[src/rtl/mem_if_pkg.sv]
// Shared definitions for the cache-to-memory busywait protocol: state encoding,
// default geometry/latency constants and the operation type latched per request.
package mem_if_pkg;

  localparam int ADDR_W_DEF      = 6;
  localparam int DATA_W_DEF      = 32;
  localparam int LATENCY_DEF     = 5;
  localparam int BYTES_PER_BLOCK = DATA_W_DEF / 8;
  localparam int CNT_W           = 4;

  typedef enum logic [1:0] {
    IDLE = 2'd0,
    BUSY = 2'd1,
    DONE = 2'd2
  } state_e;

  typedef enum logic {
    OP_READ  = 1'b0,
    OP_WRITE = 1'b1
  } op_e;

  // Counter preload so that the access lands exactly LATENCY edges after the sample edge.
  function automatic logic [CNT_W-1:0] latency_preload(input int latency);
    return CNT_W'(latency - 1);
  endfunction

endpackage

[src/rtl/block_mem_array.sv]
// Byte-organised backing store with one block-wide write port and one registered
// block-wide read port; blocks are little-endian (lane 0 = lowest byte address).
module block_mem_array #(
  parameter int ADDR_W = 6,
  parameter int DATA_W = 32
) (
  input  logic              clk,
  input  logic              rst,
  input  logic              we,
  input  logic              re,
  input  logic [ADDR_W-1:0] addr,
  input  logic [DATA_W-1:0] wdata,
  output logic [DATA_W-1:0] rdata
);

  localparam int BPB    = DATA_W / 8;
  localparam int NBYTES = (2 ** ADDR_W) * BPB;
  localparam int IDX_W  = $clog2(NBYTES);

  // Contents survive reset; only the read register is cleared.
  logic [7:0]        mem [NBYTES];
  logic [DATA_W-1:0] rd_word;
  logic [DATA_W-1:0] rdata_d;
  logic [DATA_W-1:0] rdata_q;

  function automatic logic [IDX_W-1:0] byte_idx(input logic [ADDR_W-1:0] a, input int lane);
    return IDX_W'(a) * IDX_W'(BPB) + IDX_W'(lane);
  endfunction

  always_ff @(posedge clk) begin
    if (we) begin
      for (int b = 0; b < BPB; b++) begin
        mem[byte_idx(addr, b)] <= wdata[8*b +: 8];
      end
    end
  end

  always_comb begin
    rd_word = '0;
    for (int b = 0; b < BPB; b++) begin
      rd_word[8*b +: 8] = mem[byte_idx(addr, b)];
    end
    rdata_d = re ? rd_word : rdata_q;
  end

  always_ff @(posedge clk or posedge rst) begin
    if (rst) begin
      rdata_q <= '0;
    end else begin
      rdata_q <= rdata_d;
    end
  end

  assign rdata = rdata_q;

endmodule

[src/rtl/block_mem_responder.sv]
// Memory-side responder: latches a block request, waits LATENCY edges, performs the
// access, then drops busywait for one DONE cycle before accepting the next request.
module block_mem_responder
  import mem_if_pkg::*;
#(
  parameter int ADDR_W  = ADDR_W_DEF,
  parameter int DATA_W  = DATA_W_DEF,
  parameter int LATENCY = LATENCY_DEF
) (
  input  logic              CLK,
  input  logic              RESET,
  input  logic              read,
  input  logic              write,
  input  logic [ADDR_W-1:0] address,
  input  logic [DATA_W-1:0] writedata,
  output logic [DATA_W-1:0] readdata,
  output logic              busywait
);

  state_e            state_q, state_d;
  logic [CNT_W-1:0]  cnt_q, cnt_d;
  op_e               op_q, op_d;
  logic [ADDR_W-1:0] addr_q, addr_d;
  logic [DATA_W-1:0] wdata_q, wdata_d;
  logic              busy;
  logic              mem_we;
  logic              mem_re;

  always_ff @(posedge CLK or posedge RESET) begin
    if (RESET) begin
      state_q <= IDLE;
      cnt_q   <= '0;
      op_q    <= OP_READ;
      addr_q  <= '0;
      wdata_q <= '0;
    end else begin
      state_q <= state_d;
      cnt_q   <= cnt_d;
      op_q    <= op_d;
      addr_q  <= addr_d;
      wdata_q <= wdata_d;
    end
  end

  always_comb begin
    state_d = state_q;
    cnt_d   = cnt_q;
    op_d    = op_q;
    addr_d  = addr_q;
    wdata_d = wdata_q;
    busy    = 1'b0;
    mem_we  = 1'b0;
    mem_re  = 1'b0;
    unique case (state_q)
      IDLE: begin
        // Combinational stall so the cache holds in the very cycle it asks.
        busy = read | write;
        if (read | write) begin
          addr_d  = address;
          wdata_d = writedata;
          op_d    = write ? OP_WRITE : OP_READ;
          cnt_d   = latency_preload(LATENCY);
          state_d = BUSY;
        end
      end
      BUSY: begin
        busy = 1'b1;
        if (cnt_q != '0) begin
          cnt_d = cnt_q - 1'b1;
        end else begin
          mem_we  = (op_q == OP_WRITE);
          mem_re  = (op_q == OP_READ);
          state_d = DONE;
        end
      end
      DONE: begin
        // Request lines are still high here as the cache releases them; ignore them.
        state_d = IDLE;
      end
      default: begin
        state_d = IDLE;
      end
    endcase
  end

  // Reset drops busywait immediately even if the cache is still holding a request.
  assign busywait = busy & ~RESET;

  block_mem_array #(
    .ADDR_W(ADDR_W),
    .DATA_W(DATA_W)
  ) u_array (
    .clk  (CLK),
    .rst  (RESET),
    .we   (mem_we),
    .re   (mem_re),
    .addr (addr_q),
    .wdata(wdata_q),
    .rdata(readdata)
  );

endmodule

[config.mk]
export PLATFORM = sky130hd
export DESIGN_NAME = block_mem_responder
export DESIGN_NICKNAME = d
export VERILOG_FILES = /design/src/rtl/mem_if_pkg.sv /design/src/rtl/block_mem_array.sv /design/src/rtl/block_mem_responder.sv
export SDC_FILE = /design/constraint.sdc
export NUM_CORES = 2
export LEC_CHECK = 0
export ABC_AREA = 1
export CORE_AREA = 2 2 474 476
export CTS_BUF_LIST = sky130_fd_sc_hd__clkbuf_8
export CTS_CLUSTER_DIAMETER = 50
export DETAILED_ROUTE_END_ITERATION = 8
export DIE_AREA = 0 0 476 478
export SYNTH_ARGS = -nofsm -noshare
export SYNTH_HDL_FRONTEND = slang
export SYNTH_SLANG_ARGS = --single-unit
[constraint.sdc]
create_clock -name CLK -period 8.21 [get_ports CLK]
set_clock_uncertainty 0.15 [all_clocks]
set_input_delay 1.642 -clock CLK [delete_from_list [all_inputs] [get_ports CLK]]
set_output_delay 1.642 -clock CLK [all_outputs]
set_load 0.02 [all_outputs]
==> metrics.txt <==
setup TNS 0 ns; overall power 32600 uW; Final Critical Period 5.23 ns; critical path class input port to output pin; # H-tree levels 5; CTS tree built; Core ar. 223000 um^2; final setup violation count 0; r2r setup slk 3.31 ns; CTS-repair resized insts 0; Buf+Inv Stages, Crit Path 3; Max-slew headroom 8.08%; CP required 6.42 ns; static leakage 0.0356 uW; r2r endpoint u_array.mem[143][1]$_DFFE_PP_; Detailed Route Iter0 Violations 6572; CP arrival 3.43 ns; Async S/R FF share, synth 3.62%; reg2reg path depth 6; die height 478 um; GRT Residual Overflow 0; post-synthesis register bit count 2125; CTS Root Cell clkbuf_8; status finished clean; P&R area growth vs syn 13.0%; largest net degree at the start of global routing 178; first-pass GRT wire length 360000 um; # IOs 75; Die W 476 um; Critical Path Sink Type output pin; vias in the first global route 53183; CTS hold repair buffers 0; most numerous cell in the Yosys netlist nand2_1; CP startpoint kind input port; period utilization 63.7%; Detailed Place HPWL 128000 um; Post-DP Area 88600 um^2; VDD IR-drop max 0.467 mV; worst hold start wdata_q[10]$_DFFE_PP0P_; Yosys cell types 24; Cell Pwr Density 344 nW/um^2; Syn. warnings 0; Syn Std Cell Area 83900 um^2; row count 174; Clock transition at path regs 0.05 ns; number of max-cap violations 0; HP Class flip-flop to flip-flop; Clk Latency, worst-skew pair 1.10 ns; GPL Wtd Cong 0.793; endpoints failing hold 0; WHS Endpoint wdata_q[10]$_DFFE_PP0P_; CP peak stage delay 0.57 ns; Routed WL 250000 um; Port Buffers 74; drt first pass iters 6; worst r2r src addr_q[1]$_DFFE_PP0P_; Post-synth EDFFs 2048; Remaining DRCs 0; synthesized instance count 7231; most common library cells after synthesis 3813 x nand2_1, 2048 x edfxtp_1, 237 x buf_2; CTS buffer count 353; Final Instance Area 94800 um^2; largest delay contributor family on the critical path buffers and inverters; WHS Path Cells 2; vias 55165; antenna violations before repair 12; gr usage total 21.7%; post-route ant nets 0; Max Clock Freq 191 MHz; CTS max path bufs 4; nets 7490; Slowest-stage cell, CP clkdlybuf4s50_1; Synth area leader edfxtp_1; unrepaired setup endpoints after global routing false; postcts setup bufs 0; Max Slew Vio Count 0; CP max FO 36; vias per cell 5.15; slew at the pin closest to its max-slew limit 1.38 ns; syn avg cell area 11.6 um^2; fill count 20622; register area share after synthesis 75.6%; Top cell by count, worst path clkdlybuf4s50_1; top post-synthesis cells by area edfxtp_1 73%, nand2_1 17%, dfrtp_1 2.3%; top cell type's share of synthesized area 73.3%; wire length per cell 23.3 um; CTS Sinks 2125; Initial Utilization 37.6%; Cell Chain, Critical Path clkdlybuf4s50_1, o21ai_4, buf_4, a21oi_1, clkdlybuf4s50_1; top_reg_cell synth edfxtp_1; layout cells sized above 1 8.72%; syn nets 7274; total die area 228000 um^2
-- final cells by class --
type	instances	area, um^2	area share [%]
antenna	1	2.50	0.00264
clock buffer	375	5160	5.44
clock inverter	242	1080	1.14
inverter	52	225	0.237
multi-input combinational	4697	19200	20.3
sequential	2125	63500	66.9
tap	2992	3740	3.95
timing repair buffer	218	1920	2.03
-- per-stage QoR --
step           hold slack, ns  std cells  worst slack [ns]  utilization (%)
5_1_grt                 0.364      10702              2.87             42.5
3_5_place_dp            0.320      10084              3.00             39.7
6_report                0.331      10702              2.98             42.5
2_1_floorplan           0.324       7231              3.91                -
3_3_place_gp            0.318      10084              2.99             39.7
4_1_cts                 0.336      10701              2.98             42.5
-- placed cells by master (no fill, tap or decap), types with 43 or more instances in the layout --
master / netlist / layout
a21oi_1: 119 / 119
clkdlybuf4s50_1: 0 / 74
nand4_1: 134 / 134
o21ai_0: 210 / 210
buf_4: 4 / 136
inv_1: 47 / 172
edfxtp_1: 2048 / 2048
clkinv_1: 2 / 79
nor2_4: 1 / 71
clkbuf_8: 0 / 375
nand3_1: 182 / 182
nor2_1: 220 / 153
dfrtp_1: 77 / 43
nand2_1: 3813 / 3809
-- worst register-to-register path: cells and delay by family, from the launching register on --
family,cells,cell delay [ns]
AND/OR/NAND/NOR,3,1.97
buffers and inverters,3,1.67
flip-flops,1,0.71
-- logic make-up after synthesis --
group | Yosys count | share of synthesized area (%)
AO/OA/AOI/OAI | 341 | 2.06
XOR/XNOR | 1 | 0.0104
adder cells (fa/ha/maj) | 1 | 0.0149
buffers and inverters | 409 | 2.20
flip-flops | 2125 | 75.6
AND/OR/NAND/NOR | 4354 | 20.2
-- how the worst max path moves through the flow --
stage                     startpoint  endpoint  slack, ns  cells after the start
after floorplan                write  busywait       3.91                      3
after detailed placement       write  busywait       3.00                      5
after global placement         write  busywait       2.99                      5
after global routing           write  busywait       2.87                      5
final                          write  busywait       2.98                      5
after CTS                      write  busywait       2.98                      5
-- sequential cells by signal, summed over array words and instances (netlist names) --
signal and count:
state_q 2, wdata_q 32, cnt_q 4, addr_q 6, u_array.rdata 32, op_q 1, u_array.mem 2048
-- power breakdown --
| group | switching, uW | leakage (uW) | internal (uW) |
|---|---|---|---|
| registers | 820 | 0.0194 | 13600 |
| logic | 7490 | 0.0124 | 2200 |
| clock network | 4170 | 0.00367 | 4310 |
-- per-layer routing --
layer | track usage, % | vias to the layer above | part of all wire (%)
li1 | - | 24920 | -
met1 | 29.5 | 27107 | 41
met2 | 33.9 | 2659 | 46
met3 | 4.37 | 479 | 9.2
met4 | 8.96 | 0 | 4.1
met5 | 0 | - | 0
(Power assumes the default switching activity.)
